--- src/rtl/shot_seq_pkg.sv ---
// Shared definitions for the shot sequencer: FSM state encoding and default
// bus widths used as parameter defaults by shot_sequencer.
package shot_seq_pkg;

    localparam int unsigned NSHOT_W_DEF = 16;
    localparam int unsigned DELAY_W_DEF = 16;
    localparam int unsigned DECIM_W_DEF = 8;
    localparam int unsigned ADDR_W_DEF  = 12;

    typedef enum logic [2:0] {
        ST_IDLE  = 3'd0,
        ST_TRIG  = 3'd1,
        ST_DELAY = 3'd2,
        ST_ACQ   = 3'd3,
        ST_ARM   = 3'd4,
        ST_DONE  = 3'd5
    } state_e;

endpackage

--- src/rtl/decim_strobe.sv ---
// Decimation phase counter. Phase 0 marks a write slot, phase == decim_i marks
// the last cycle of a decimation period. clr_i holds the phase at 0 so the
// first cycle after clr_i drops is always a write slot.
//   clk, reset    : clock, async active-high reset
//   clr_i         : restart the decimation period
//   decim_i       : period minus one
//   strobe_c_o    : write slot this cycle (combinational)
//   last_c_o      : last cycle of the current period (combinational)
module decim_strobe #(
    parameter int unsigned DECIM_W = 8
) (
    input  logic               clk,
    input  logic               reset,
    input  logic               clr_i,
    input  logic [DECIM_W-1:0] decim_i,
    output logic               strobe_c_o,
    output logic               last_c_o
);

    logic [DECIM_W-1:0] phase_q, phase_d;

    // Wrap at decim_i, restart on clear
    always_comb begin
        phase_d = phase_q + DECIM_W'(1);
        if (clr_i || (phase_q == decim_i)) begin
            phase_d = '0;
        end
    end

    always_ff @(posedge clk or posedge reset) begin
        if (reset) begin
            phase_q <= '0;
        end else begin
            phase_q <= phase_d;
        end
    end

    assign strobe_c_o = (phase_q == '0);
    assign last_c_o   = (phase_q == decim_i);

endmodule

--- src/rtl/shot_sequencer.sv ---
// Shot-level acquisition controller. A start strobe latches the shot
// configuration and runs nshot shots of: trigger, post-trigger delay,
// decimated buffer writes, then wait for downstream re-arm.
//   clk, reset                       : clock, async active-high reset
//   stb_start, stb_abort             : one-cycle control strobes
//   nshot, delayaftertrig, decimator,
//   acqlen, resetacc                 : configuration, latched on start
//   rearm                            : downstream ready for next shot
//   busy, trig, acq_we, acq_addr     : sequence status and buffer write port
//   acc_clr, acqbuf_rst              : one-cycle clears issued at start
//   shotcnt, lastshotdone            : completed shots, sticky done flag
// All outputs are registered and follow the FSM state by one cycle.
module shot_sequencer
    import shot_seq_pkg::*;
#(
    parameter int unsigned NSHOT_W = NSHOT_W_DEF,
    parameter int unsigned DELAY_W = DELAY_W_DEF,
    parameter int unsigned DECIM_W = DECIM_W_DEF,
    parameter int unsigned ADDR_W  = ADDR_W_DEF
) (
    input  logic               clk,
    input  logic               reset,
    input  logic               stb_start,
    input  logic               stb_abort,
    input  logic [NSHOT_W-1:0] nshot,
    input  logic [DELAY_W-1:0] delayaftertrig,
    input  logic [DECIM_W-1:0] decimator,
    input  logic [ADDR_W-1:0]  acqlen,
    input  logic               resetacc,
    input  logic               rearm,
    output logic               busy,
    output logic               trig,
    output logic               acq_we,
    output logic [ADDR_W-1:0]  acq_addr,
    output logic               acc_clr,
    output logic               acqbuf_rst,
    output logic [NSHOT_W-1:0] shotcnt,
    output logic               lastshotdone
);

    state_e             state_q, state_d;
    logic [NSHOT_W-1:0] nshot_q;
    logic [DELAY_W-1:0] delay_q, dly_cnt_q;
    logic [DECIM_W-1:0] decim_q;
    logic [ADDR_W-1:0]  acqlen_q, wr_cnt_q, wr_cnt_d;

    logic               busy_q, busy_d, trig_q, trig_d, acq_we_q, acq_we_d;
    logic               acc_clr_q, acc_clr_d, acqbuf_rst_q, acqbuf_rst_d;
    logic               lastshotdone_q, lastshotdone_d;
    logic [ADDR_W-1:0]  acq_addr_q, acq_addr_d;
    logic [NSHOT_W-1:0] shotcnt_q, shotcnt_d;

    logic start_go, abort_go, strobe_c, last_c, acq_done_c;

    // Abort beats start in IDLE; start is ignored outside IDLE
    assign start_go = (state_q == ST_IDLE) && stb_start && !stb_abort;
    assign abort_go = (state_q != ST_IDLE) && stb_abort;

    decim_strobe #(
        .DECIM_W (DECIM_W)
    ) u_decim (
        .clk        (clk),
        .reset      (reset),
        .clr_i      (state_q != ST_ACQ),
        .decim_i    (decim_q),
        .strobe_c_o (strobe_c),
        .last_c_o   (last_c)
    );

    // Writes issued in this shot including the current cycle
    always_comb begin
        wr_cnt_d = '0;
        if (state_q == ST_ACQ) begin
            wr_cnt_d = wr_cnt_q + ADDR_W'(strobe_c);
        end
    end

    // ACQ ends on the last decimation cycle after the final write
    assign acq_done_c = last_c && (wr_cnt_d == acqlen_q);

    // State register
    always_ff @(posedge clk or posedge reset) begin
        if (reset) begin
            state_q <= ST_IDLE;
        end else begin
            state_q <= state_d;
        end
    end

    // Next-state logic
    always_comb begin
        state_d = state_q;
        if (abort_go) begin
            state_d = ST_IDLE;
        end else begin
            case (state_q)
                ST_IDLE: begin
                    if (start_go) begin
                        state_d = (nshot == '0) ? ST_DONE : ST_TRIG;
                    end
                end
                ST_TRIG: begin
                    if (delay_q != '0) begin
                        state_d = ST_DELAY;
                    end else begin
                        state_d = (acqlen_q == '0) ? ST_ARM : ST_ACQ;
                    end
                end
                ST_DELAY: begin
                    if (dly_cnt_q == delay_q - DELAY_W'(1)) begin
                        state_d = (acqlen_q == '0) ? ST_ARM : ST_ACQ;
                    end
                end
                ST_ACQ: begin
                    if (acq_done_c) begin
                        state_d = ST_ARM;
                    end
                end
                ST_ARM: begin
                    if (shotcnt_q == nshot_q) begin
                        state_d = ST_DONE;
                    end else if (rearm) begin
                        state_d = ST_TRIG;
                    end
                end
                ST_DONE: state_d = ST_IDLE;
                default: state_d = ST_IDLE;
            endcase
        end
    end

    // Output logic (next values of the output registers)
    always_comb begin
        busy_d         = (state_d != ST_IDLE);
        trig_d         = (state_q == ST_TRIG) && !abort_go;
        acq_we_d       = (state_q == ST_ACQ) && strobe_c && !abort_go;
        acq_addr_d     = acq_addr_q;
        acc_clr_d      = start_go && resetacc;
        acqbuf_rst_d   = start_go;
        shotcnt_d      = shotcnt_q;
        lastshotdone_d = lastshotdone_q;

        // Address shows the current write index and advances after it
        if (state_q == ST_TRIG) begin
            acq_addr_d = '0;
        end else if (acq_we_q) begin
            acq_addr_d = acq_addr_q + ADDR_W'(1);
        end

        // A shot completes whenever the FSM enters ARM
        if (start_go) begin
            shotcnt_d      = '0;
            lastshotdone_d = 1'b0;
        end else if ((state_d == ST_ARM) && (state_q != ST_ARM)) begin
            shotcnt_d = shotcnt_q + NSHOT_W'(1);
        end

        if ((state_q == ST_DONE) && !abort_go) begin
            lastshotdone_d = 1'b1;
        end
    end

    // Configuration latch and per-shot counters
    always_ff @(posedge clk or posedge reset) begin
        if (reset) begin
            nshot_q   <= '0;
            delay_q   <= '0;
            decim_q   <= '0;
            acqlen_q  <= '0;
            dly_cnt_q <= '0;
            wr_cnt_q  <= '0;
        end else begin
            if (start_go) begin
                nshot_q  <= nshot;
                delay_q  <= delayaftertrig;
                decim_q  <= decimator;
                acqlen_q <= acqlen;
            end
            dly_cnt_q <= (state_q == ST_DELAY) ? dly_cnt_q + DELAY_W'(1) : '0;
            wr_cnt_q  <= wr_cnt_d;
        end
    end

    // Output registers
    always_ff @(posedge clk or posedge reset) begin
        if (reset) begin
            busy_q         <= 1'b0;
            trig_q         <= 1'b0;
            acq_we_q       <= 1'b0;
            acq_addr_q     <= '0;
            acc_clr_q      <= 1'b0;
            acqbuf_rst_q   <= 1'b0;
            shotcnt_q      <= '0;
            lastshotdone_q <= 1'b0;
        end else begin
            busy_q         <= busy_d;
            trig_q         <= trig_d;
            acq_we_q       <= acq_we_d;
            acq_addr_q     <= acq_addr_d;
            acc_clr_q      <= acc_clr_d;
            acqbuf_rst_q   <= acqbuf_rst_d;
            shotcnt_q      <= shotcnt_d;
            lastshotdone_q <= lastshotdone_d;
        end
    end

    assign busy         = busy_q;
    assign trig         = trig_q;
    assign acq_we       = acq_we_q;
    assign acq_addr     = acq_addr_q;
    assign acc_clr      = acc_clr_q;
    assign acqbuf_rst   = acqbuf_rst_q;
    assign shotcnt      = shotcnt_q;
    assign lastshotdone = lastshotdone_q;

endmodule

--- config.mk ---
export PLATFORM = sky130hd
export DESIGN_NAME = shot_sequencer
export DESIGN_NICKNAME = d
export VERILOG_FILES = /design/src/rtl/shot_seq_pkg.sv /design/src/rtl/decim_strobe.sv /design/src/rtl/shot_sequencer.sv
export SDC_FILE = /design/constraint.sdc
export NUM_CORES = 1
export LEC_CHECK = 0
export ABC_AREA = 0
export BUFFER_PORTS_ARGS = -buffer_cell sky130_fd_sc_hd__clkbuf_2
export CELL_PAD_IN_SITES_DETAIL_PLACEMENT = 1
export CELL_PAD_IN_SITES_GLOBAL_PLACEMENT = 1
export CORE_MARGIN = 3
export CORE_UTILIZATION = 40
export DETAILED_ROUTE_END_ITERATION = 7
export PLACE_DENSITY_LB_ADDON = 0.1
export SKIP_CTS_REPAIR_TIMING = 1
export SLEW_MARGIN = 20
export SYNTH_ARGS = -nofsm -noshare
export SYNTH_HDL_FRONTEND = slang
export SYNTH_SLANG_ARGS = --single-unit
--- constraint.sdc ---
create_clock -name clk -period 3.8 [get_ports clk]
set_clock_uncertainty 0.2 [all_clocks]
set_input_delay 0.38 -clock clk [delete_from_list [all_inputs] [get_ports clk]]
set_output_delay 0.38 -clock clk [all_outputs]
set_load 0.02 [all_outputs]
=== Word level (Yosys, flattened, before mapping) ===
Cells that the tools add are included.

* Register bits: 125
* Input bits: 58
* Output and inout bits: 34
* Logic and storage cells: 76

* Add/sub/neg operators: 6
* Eq/ne operators: 12
* Muxes and demuxes: 19
* Reduce and logical (&&, ||, !) cells: 23

{| class="wikitable"
|+ Operators with widths
! operator !! number
|-
| $mux 16 || 3
|-
| $mux 12 || 3
|-
| $add 16x1->16 const B || 2
|-
| $eq 16x16->1 || 2
|-
| $mux 3 || 9
|-
| $logic_not 16->1 || 1
|-
| $reduce_bool 16->1 || 1
|-
| $sub 16x1->16 const B || 1
|-
| $pmux 3 s5 || 1
|-
| $add 12x1->12 || 1
|-
| $add 12x1->12 const B || 1
|-
| $eq 12x12->1 || 1
|-
| $logic_not 12->1 || 1
|-
| $logic_and 1x1->1 || 10
|-
| $eq 3x3->1 const B || 3
|-
| $add 8x1->8 const B || 1
|-
| $eq 8x8->1 || 1
|-
| $logic_not 8->1 || 1
|-
| $mux 8 || 1
|-
| $eq 3x2->1 const B || 2
|-
| $reduce_bool 2->1 || 3
|-
| $reduce_bool 3->1 || 2
|-
| $eq 3x1->1 const B || 1
|-
| $logic_not 3->1 || 1
|-
| 5 further kinds || 7
|}

=== Logic depth before layout (Yosys ltp) ===
Gate-level depths: netlist of the first run.

* Word-level depth: 12
* Mapped depth: 15
* Depth with buffers taken out: 15

=== By module ===
Synthesis of the first run repeated with hierarchy kept, for this count alone.

* Cells, all modules: 777
* Area, all modules: 6872.8 um^2

{| class="wikitable"
|+ Modules (own cells, without submodules)
! module !! times used !! cells each !! area an instance (um^2) !! seq. area each (um^2)
|-
| shot_sequencer || 1 || 725 || 6331.1 || 2927.8
|-
| decim_strobe || 1 || 52 || 541.8 || 200.2
|}

=== Least setup slack after synthesis of the first run ===
Ideal clock, no wire load.

* Path kind: register to register
* Start: reg u_decim.phase_q[6]
* End: reg shotcnt_q[3], in the netlist shotcnt[3]
* Setup time: 0.078 ns
* Arrival: 3.483 ns
* Required time: 3.522 ns
* Path slack: 0.039 ns
* Cell stages (with the launch flop): 14
* Path buffers: 0
* Clock period less this slack: 3.761 ns
* Path through: dfrtp_1 -> nor4_1 -> and3_1 -> ha_1 -> ha_1 -> nand4_1 -> or4_1 -> and3_1 -> a211oi_1 -> nand4_1 -> o21ai_0 -> nand4_4 -> or4_1 -> a21oi_1

* Longest elaborated chain between the ends: 11
* Elaborated cells between the ends (all ways): 12
* Classes of those cells: add/sub: 1; eq/ne: 3; mux: 4; reduce/logical: 4

{| class="wikitable"
|+ Ends and longest elaborated chain
! what !! line !! RTL
|-
| start: declaration || decim_strobe.sv:20 || <nowiki>logic [DECIM_W-1:0] phase_q, phase_d;</nowiki>
|-
| start signal: assignment || decim_strobe.sv:34 || <nowiki>phase_q <= phase_d;</nowiki>
|-
| $logic_not 8->1 || decim_strobe.sv:38 || <nowiki>assign strobe_c_o = (phase_q == '0);</nowiki>
|-
| $add 12x1->12 || shot_sequencer.sv:74 || <nowiki>wr_cnt_d = wr_cnt_q + ADDR_W'(strobe_c);</nowiki>
|-
| $mux 12 || shot_sequencer.sv:73 || <nowiki>if (state_q == ST_ACQ) begin</nowiki>
|-
| $eq 12x12->1 || shot_sequencer.sv:79 || <nowiki>assign acq_done_c = last_c && (wr_cnt_d == acqlen_q);</nowiki>
|-
| $logic_and 1x1->1 (*) || shot_sequencer.sv:79 ||
|-
| $mux 3 (*) || shot_sequencer.sv:115 || <nowiki>if (acq_done_c) begin</nowiki>
|-
| $pmux 3 s5 (*) || shot_sequencer.sv:96 || <nowiki>case (state_q)</nowiki>
|-
| $mux 3 (*) || shot_sequencer.sv:93 || <nowiki>if (abort_go) begin</nowiki>
|-
| $eq 3x3->1 (*) || shot_sequencer.sv:154 || <nowiki>end else if ((state_d == ST_ARM) && (state_q != ST_ARM)) begin</nowiki>
|-
| $logic_and 1x1->1 (*) || shot_sequencer.sv:154 ||
|-
| $reduce_bool 2->1 (no line) (*) || - ||
|-
| end signal: assignment || shot_sequencer.sv:202 || <nowiki>shotcnt_q <= shotcnt_d;</nowiki>
|-
| end: declaration || shot_sequencer.sv:51 || <nowiki>logic [NSHOT_W-1:0] shotcnt_q, shotcnt_d;</nowiki>
|}

Every way passes the cells marked *; elsewhere a longest branch is shown, timed or not.
A chain may end at the register's enable or synchronous reset.

=== Worst setup path after layout of the first run ===
* Start: reg u_decim.phase_q[2]
* End: reg shotcnt_q[3], in the netlist shotcnt[3]

Same word-level chain as after synthesis.

==> impl_metrics.json, run 1 <==
{
  "outcome": "complete, but fails checks",
  "violations": "hold timing, setup timing",
  "cts_max_level": 4,
  "die_height_um": 137,
  "slew_headroom_pct": 39.2,
  "cp_max_fo": 13,
  "synth.area.top_cells": "dfrtp_1 (46%), nand2_1 (11%), xor2_1 (5.9%)",
  "fin_ws_ns": -0.0790,
  "cts_tree": "yes",
  "drive_gt1_share_pct": 22.2,
  "setup_viol": 9,
  "synth_seq_area_share_pct": 45.9,
  "cts_sinks": 125,
  "min_path_cells": 3,
  "placed_area_um2": 7690,
  "firstDrtPassIters": 4,
  "fin_setup_tns_ns": -0.514,
  "synth_warnings": 0,
  "final_cell_mix": "nand2_1 (201), dfrtp_1 (125), clkbuf_2 (91), nor2_1 (63)",
  "drt_iter0_markers": 333,
  "drv_slew": 0,
  "ys_async_sr_fraction_pct": 100,
  "crit_arrival_ns": 4.03,
  "n_antenna_cell": 0,
  "drc": 0,
  "syn_nets": 839,
  "path_cells": "nor4_2, and3_4, ha_4, ha_4, nand4_1, or4_4, and3_4, a211oi_2, nand4_1, nor3_2, o21bai_1, buf_6, or4_1, a21oi_1",
  "clock_latency_ns": 0.43,
  "final_common_cell": "nand2_1",
  "rows": 47,
  "cts_root_buffer": "clkbuf_16",
  "dpl.cell_count": 1086,
  "antenna_found_initial": 0,
  "ys_ff_latch": 125,
  "r2r_slack_ns": -0.08,
  "peakVddDrop_uv": 415,
  "track_usage_pct": 22.6,
  "vias": 6299,
  "finalNetCount": 1008,
  "p_per_area_nw_per_um2": 604,
  "critPathKind": "reg -> reg",
  "portBuffers": 91,
  "fin_crit_sh_pct": 102,
  "crit_path_end_kind": "flip-flop",
  "p_leak_nw": 4.24,
  "ys.flop_type": "dfrtp_1",
  "cts.reportedPaths.clkPinSlew_ns": 0.06,
  "startpoint_type": "flip-flop",
  "syn_area_um2": 6810,
  "synth-edff-count": 0,
  "synth_largest_area_cell": "dfrtp_1",
  "period_needed_ns": 3.88,
  "wirelength_um": 21200,
  "numCtsBuffers": 17,
  "max_freq_mhz": 258,
  "area_delta_synth_final_pct": 32.7,
  "clockBufferDepth": 2,
  "worstHoldStart": "nshot[12]",
  "critPathBufInv": 1,
  "fin_cells": 1175,
  "worst_path_max_delay_cell": "or4_1",
  "grt-ovfl-total": 0,
  "initial_utilization_pct": 40.9,
  "n_fill_cell": 1935,
  "dieWidth_um": 137,
  "yosysUniqueCellTypes": 65,
  "grt_pass1_vias": 6510,
  "hold_viol": 4,
  "avgSynthCellArea_um2": 8.81,
  "cpLargestDelayFamily": "simple AND/OR/NAND/NOR gates",
  "required_ns": 3.95,
  "hold_class": "in -> reg",
  "dp_hpwl_um": 14100,
  "wl_per_cell_um": 18.1,
  "design_area_um2": 9040,
  "rsz0062_at_grt": "yes",
  "core_um2": 16600,
  "hold_slack_ns": -0.0215,
  "ant_nets": 0,
  "critical_path.max_stage_delay_ns": 0.50,
  "netlist.area_leader.share_pct": 45.9,
  "pin_count": 92,
  "gp_congestion": 0.858,
  "worstHoldEndpoint": "nshot_q[12]",
  "grt_max_degree": 71,
  "vias_per_cell": 5.36,
  "worst_slew_pin_slew_ns": 0.911,
  "r2r-start": "u_decim.phase_q[2]",
  "dp_slack_ns": -0.234,
  "rr_worst_depth": 14,
  "die_area_um2": 18600,
  "synthCells": 773,
  "regToRegEndpoint": "shotcnt[3]",
  "grt_pass1_wl_um": 33100,
  "cap_violations": 0
}
## worst register-to-register path, cell delays in order (launching register included)
cell and delay (ns):
dfrtp_1 0.39, nor4_2 0.33, and3_4 0.26, ha_4 0.14, ha_4 0.13, nand4_1 0.10
or4_4 0.45, and3_4 0.20, a211oi_2 0.20, nand4_1 0.20, nor3_2 0.26, o21bai_1 0.11
buf_6 0.16, or4_1 0.51, a21oi_1 0.16
## logic make-up (layout without fill, tap and decap cells)
kind of cell | count (synthesis) | after routing | share of synthesized area [%]
adder cells (fa/ha/maj) | 8 | 8 | 1.47
multiplexers | 14 | 14 | 2.08
buffers and inverters | 45 | 226 | 2.59
AO/OA/AOI/OAI | 79 | 79 | 7.75
XOR/XNOR | 79 | 79 | 10.4
AND/OR/NAND/NOR | 423 | 424 | 29.8
flip-flops | 125 | 125 | 45.9
## registers in the layout, indices dropped and copies added, names as in the netlist
register         cells
acc_clr              1
acq_addr            12
acq_we               1
acqbuf_rst           1
acqlen_q            12
busy                 1
decim_q              8
delay_q             16
dly_cnt_q           16
lastshotdone         1
nshot_q             16
shotcnt             16
state_q              3
trig                 1
u_decim.phase_q      8
wr_cnt_q            12
## report_power, final
group	internal [mW]	leakage (nW)	switching [mW]	total, mW
sequential	1.64	1.66	0.354	1.99
clock	1.06	0.295	0.623	1.68
combinational	0.781	2.29	1.01	1.79
total	3.48	4.24	1.98	5.46
## how the worst max path moves through the flow
stage	startpoint	depth (start not counted)	end
finish	u_decim.phase_q[2]	14	shotcnt[3]
global route	u_decim.phase_q[2]	14	shotcnt[8]
CTS	u_decim.phase_q[6]	15	shotcnt[15]
detailed placement	u_decim.phase_q[6]	13	shotcnt[11]
global placement	u_decim.phase_q[6]	13	shotcnt[8]
floorplan	u_decim.phase_q[6]	13	shotcnt[3]
## routing by layer
layer | wire length, um | GRT usage (%) | vias to the layer above
met1 | 9390 | 28.6 | 3157
li1 | - | - | 2991
met5 | 0 | 0 | -
met4 | 360 | 7.05 | 0
met2 | 10700 | 38.8 | 120
met3 | 747 | 4.71 | 31
## Yosys cell counts, types with 2 or more instances
cell type / instances
a211o_1: 2
a211oi_1: 2
a21bo_2: 2
a21boi_0: 2
a21oi_1: 23
a31oi_1: 4
and2_1: 4
and3_1: 15
and4_1: 7
buf_1: 6
buf_2: 5
clkbuf_1: 20
dfrtp_1: 125
ha_1: 8
inv_1: 12
mux2i_1: 13
nand2_1: 202
nand2b_1: 7
nand3_1: 27
nand3b_1: 6
nand4_1: 19
nand4b_1: 3
nor2_1: 63
nor3_1: 18
nor3b_1: 6
nor4_1: 16
o211ai_1: 7
o21ai_0: 16
o31ai_1: 5
or2_2: 4
or3_1: 8
or4_1: 7
xnor2_1: 32
xor2_1: 46
## stage by stage
| stage | util, % | total power [mW] |
|---|---|---|
| final | 54.3 | 5.46 |
| after global routing | 54.3 | 5.79 |
| after CTS | 49.8 | 5.30 |
| after global placement | 46.2 | 3.50 |
| after floorplan | - | 3.03 |
| after detailed placement | 46.2 | 3.59 |
## layout make-up
class	count	area, um2	area share, %
Clock buffer	20	457	5.05
Multi-Input combinational cell	604	3720	41.1
Clock inverter	12	144	1.59
Sequential cell	125	3130	34.6
Tap cell	220	275	3.04
Timing Repair Buffer	181	1260	14.0
Inverter	13	56.3	0.623
(Power assumes the default switching activity.)
==> inputs of run 2 (changes only) <==
--- a/config.mk
+++ b/config.mk
@@ -10,7 +10,7 @@
 export CELL_PAD_IN_SITES_DETAIL_PLACEMENT = 1
 export CELL_PAD_IN_SITES_GLOBAL_PLACEMENT = 1
 export CORE_MARGIN = 3
-export CORE_UTILIZATION = 40
+export CORE_UTILIZATION = 44
 export DETAILED_ROUTE_END_ITERATION = 7
 export PLACE_DENSITY_LB_ADDON = 0.1
 export SKIP_CTS_REPAIR_TIMING = 1
==> constraint.sdc (replaced) <==
create_clock -name clk -period 3.7 [get_ports clk]
set_clock_uncertainty 0.2 [all_clocks]
set_input_delay 0.37 -clock clk [delete_from_list [all_inputs] [get_ports clk]]
set_output_delay 0.37 -clock clk [all_outputs]
set_load 0.02 [all_outputs]
==> impl_metrics.json, run 2 (synthesis gave the netlist of run 1 again) <==
{
  "outcome": "complete, but fails checks",
  "violations": "hold timing, setup timing",
  "peakVddDrop_uv": 410,
  "firstDrtPassIters": 4,
  "p_per_area_nw_per_um2": 617,
  "area_delta_synth_final_pct": 34.0,
  "cts.reportedPaths.clkPinSlew_ns": 0.06,
  "dieWidth_um": 130,
  "final_cell_mix": "nand2_1 (201), dfrtp_1 (125), clkbuf_2 (91), nor2_1 (63), buf_4 (48)",
  "worst_path_max_delay_cell": "or4_4",
  "required_ns": 3.85,
  "setup_viol": 16,
  "ant_nets": 0,
  "placed_area_um2": 7720,
  "vias": 6394,
  "clock_latency_ns": 0.42,
  "hold_slack_ns": -0.0396,
  "hold_class": "in -> reg",
  "core_um2": 14900,
  "cp_max_fo": 6,
  "grt_max_degree": 72,
  "design_area_um2": 9130,
  "met1_length_um": 9560,
  "drt_iter0_markers": 313,
  "cts_tree": "yes",
  "n_antenna_cell": 0,
  "grt_pass1_vias": 6551,
  "cts_max_level": 4,
  "wl_per_cell_um": 19.2,
  "fin_ws_ns": -0.233,
  "slew_headroom_pct": 43.3,
  "dp_slack_ns": -0.197,
  "antenna_found_initial": 1,
  "cts_sinks": 125,
  "fin_setup_tns_ns": -2.55,
  "drive_gt1_share_pct": 23.8,
  "cpLargestDelayFamily": "simple AND/OR/NAND/NOR gates",
  "max_freq_mhz": 254,
  "final_util_pct": 61.4,
  "critical_path.max_stage_delay_ns": 0.55,
  "die_height_um": 130,
  "dp_hpwl_um": 13800,
  "grt-ovfl-total": 0,
  "grt_pass1_wl_um": 32300,
  "drc": 0,
  "critPathBufInv": 2,
  "crit_path_end_kind": "flip-flop",
  "cap_violations": 0,
  "cts_root_buffer": "clkbuf_16",
  "final_common_cell": "nand2_1",
  "crit_arrival_ns": 4.08,
  "p_leak_nw": 4.30,
  "fin_crit_sh_pct": 106,
  "dr_wl_met2_um": 11400,
  "path_cells": "nor4_2, and3_1, ha_4, ha_4, nand4_1, buf_4, o211ai_1, a21oi_2, a211oi_2, nand4_1, o21ai_1, buf_4, nand4_4, or4_4, a21oi_2",
  "finalNetCount": 1018,
  "numCtsBuffers": 17,
  "drv_slew": 0,
  "rsz0062_at_grt": "yes",
  "die_area_um2": 17000,
  "initial_utilization_pct": 45.8,
  "wirelength_um": 22100,
  "period_needed_ns": 3.93,
  "track_usage_pct": 23.9,
  "vias_per_cell": 5.56,
  "n_fill_cell": 1715,
  "routed.top_layer": "met5",
  "worst_slew_pin_slew_ns": 0.847,
  "gp_congestion": 0.861,
  "clockBufferDepth": 2,
  "hold_viol": 7,
  "rows": 44,
  "critPathKind": "reg -> reg",
  "startpoint_type": "flip-flop",
  "wl_met3_um": 691,
  "pin_count": 92,
  "portBuffers": 91
}
run 2: routing by layer:
| layer | track usage [%] | vias to the layer above |
|---|---|---|
| met5 | 0 | - |
| met4 | 7.26 | 2 |
| met3 | 5.41 | 45 |
| met2 | 41.1 | 121 |
| met1 | 30.3 | 3218 |
| li1 | - | 3008 |
run 2: path summary, 6_finish.rpt:
kind / slack [ns] / start / cells after the start / endpoint
max: -0.23 / u_decim.phase_q[2] / 15 / shotcnt[8]
min: -0.04 / nshot[12] / 3 / nshot_q[12]
max reg2reg: -0.23 / u_decim.phase_q[2] / 15 / shotcnt[8]
min reg2reg: 0.30 / nshot_q[4] / 2 / nshot_q[4]
max in group asynchronous: 2.13 / reset / 4 / dly_cnt_q[8]
min in group asynchronous: 0.38 / reset / 3 / dly_cnt_q[4]
run 2: cell type report:
| cell class | count | area [um2] | area share, % |
|---|---|---|---|
| tap | 184 | 230 | 2.52 |
| clock inverter | 15 | 174 | 1.91 |
| sequential | 125 | 3130 | 34.3 |
| multi-input combinational | 604 | 3760 | 41.2 |
| clock buffer | 17 | 425 | 4.66 |
| timing repair buffer | 191 | 1350 | 14.8 |
| inverter | 13 | 55.1 | 0.603 |
run 2: through the flow:
stage                     power (mW)  instances
after floorplan                 3.12        773
after global placement          3.61       1060
after detailed placement        3.70       1060
after CTS                       5.44       1092
after global routing            5.97       1149
final                           5.63       1149
run 2: worst register-to-register path, delay by kind of cell (launching register included):
kind            cells  cell delay (ns)
buf+inv             2             0.39
flops               1             0.39
simple gates        6             1.60
compound gates      5             0.97
fa+ha+maj           2             0.32
run 2: where the power goes:
part	switching, mW	internal, mW
sequential	0.346	1.68
clock	0.663	1.05
combinational	1.08	0.810
total	2.09	3.55
==> inputs of run 3 (changes only) <==
--- a/config.mk
+++ b/config.mk
@@ -9,6 +9,7 @@
 export BUFFER_PORTS_ARGS = -buffer_cell sky130_fd_sc_hd__clkbuf_2
 export CELL_PAD_IN_SITES_DETAIL_PLACEMENT = 1
 export CELL_PAD_IN_SITES_GLOBAL_PLACEMENT = 1
+export CORE_ASPECT_RATIO = 1.2
 export CORE_MARGIN = 3
 export CORE_UTILIZATION = 44
 export DETAILED_ROUTE_END_ITERATION = 7
==> impl_metrics.json, run 3 (synthesis gave the netlist of run 1 again) <==
{
  "core_um2": 15100,
  "period_needed_ns": 3.93,
  "cts_root_buffer": "clkbuf_16",
  "dieWidth_um": 120,
  "crit_path_end_kind": "flip-flop",
  "violations": "setup timing",
  "dp_slack_ns": -0.171,
  "slew_headroom_pct": 44.1,
  "ant_nets": 0,
  "crit_arrival_ns": 4.07,
  "grt_max_degree": 65,
  "drc": 0,
  "drive_gt1_share_pct": 22.9,
  "max_freq_mhz": 255,
  "cts.reportedPaths.clkPinSlew_ns": 0.06,
  "cap_violations": 0,
  "met1_length_um": 9320,
  "numCtsBuffers": 17,
  "outcome": "complete, but fails checks",
  "dpl.cell_count": 1075,
  "routed.top_layer": "met4",
  "wirelength_um": 22800,
  "portBuffers": 91,
  "track_usage_pct": 24.9,
  "required_ns": 3.85,
  "antenna_found_initial": 0,
  "finalNetCount": 1016,
  "drt_iter0_markers": 325,
  "p_total_mw": 5.52,
  "firstDrtPassIters": 4,
  "dp_hpwl_um": 14000,
  "gp_congestion": 0.851,
  "worst_slew_pin_slew_ns": 0.838,
  "cp_max_fo": 7,
  "initial_utilization_pct": 45.2,
  "rows": 49,
  "dr_wl_met2_um": 12600,
  "die_area_um2": 17000,
  "p_per_area_nw_per_um2": 605,
  "rsz0062_at_grt": "yes",
  "grt_pass1_vias": 6716,
  "fin_crit_sh_pct": 106,
  "hold_viol": 0,
  "final_cell_mix": "nand2_1 (201), dfrtp_1 (125), clkbuf_2 (91), nor2_1 (63), dlygate4sd3_1 (50)",
  "n_antenna_cell": 0,
  "pin_count": 92,
  "vias_per_cell": 5.54,
  "cts_tree": "yes",
  "p_leak_nw": 4.28,
  "peakVddDrop_uv": 361,
  "fin_cells": 1164,
  "critPathKind": "reg -> reg",
  "wl_per_cell_um": 19.6,
  "cts_max_level": 4,
  "fin_ws_ns": -0.228,
  "n_fill_cell": 1758,
  "area_delta_synth_final_pct": 34.0,
  "final_util_pct": 60.5,
  "wl_met3_um": 593,
  "vias": 6443,
  "setup_viol": 13,
  "clock_latency_ns": 0.43,
  "grt_pass1_wl_um": 33700,
  "die_height_um": 142,
  "drv_slew": 0,
  "hold_class": "in -> reg",
  "startpoint_type": "flip-flop",
  "cts_sinks": 125,
  "clockBufferDepth": 2,
  "grt-ovfl-total": 0,
  "final_common_cell": "nand2_1"
}
-- run 3: final cells by class --
type                       count  area (um2)  area share [%]
timing repair buffer         189        1360            14.8
multi-input combinational    604        3760            41.2
tap                          204         255            2.80
clock buffer                  23         508            5.57
clock inverter                 6        60.1           0.658
sequential                   125        3130            34.3
inverter                      13        56.3           0.617
-- run 3: stage by stage --
step	TNS, ns	hold slack, ns	area (um2)
after floorplan	0	0.236	6820
after global placement	-0.106	0.242	7710
after detailed placement	-1.42	0.257	7710
after CTS	-2.45	-0.196	8280
after global routing	-5.24	-0.00229	9130
final	-2.02	0.00589	9130
-- run 3: worst max-delay path, cell delays in order, from the launching register on --
cell and delay [ns]:
dfrtp_1 0.41, nor4_4 0.29, and3_4 0.24, ha_4 0.16, ha_4 0.14, nand4_1 0.14, buf_4 0.20, o211ai_1 0.35
a21oi_2 0.12, a211oi_2 0.20, nand4_1 0.18, nor3_2 0.29, o21bai_2 0.12, buf_6 0.15, or4_4 0.51, a21oi_2 0.15
-- run 3: per-layer routing --
| metal | vias to the layer above | GRT usage [%] |
|---|---|---|
| met5 | - | 0 |
| met1 | 3293 | 29.3 |
| met3 | 31 | 4.77 |
| li1 | 3006 | - |
| met4 | 0 | 7.90 |
| met2 | 113 | 45.9 |
-- run 3: worst paths after layout --
check | from | endpoint | slack, ns | depth (start not counted)
worst min register to register | nshot_q[15] | nshot_q[15] | 0.30 | 2
worst max-delay path | u_decim.phase_q[2] | shotcnt[11] | -0.23 | 15
max in group asynchronous | reset | acqlen_q[8] | 2.05 | 4
worst max register to register | u_decim.phase_q[2] | shotcnt[11] | -0.23 | 15
worst min-delay path | delayaftertrig[1] | delay_q[1] | 0.006 | 3
min in group asynchronous | reset | delay_q[3] | 0.35 | 3
-- run 3: report_power, final --
part / switching, mW / internal [mW] / total, mW / leakage [nW]
clock: 0.606 / 1.01 / 1.62 / 0.279
sequential: 0.361 / 1.68 / 2.04 / 1.66
combinational: 1.07 / 0.792 / 1.86 / 2.34
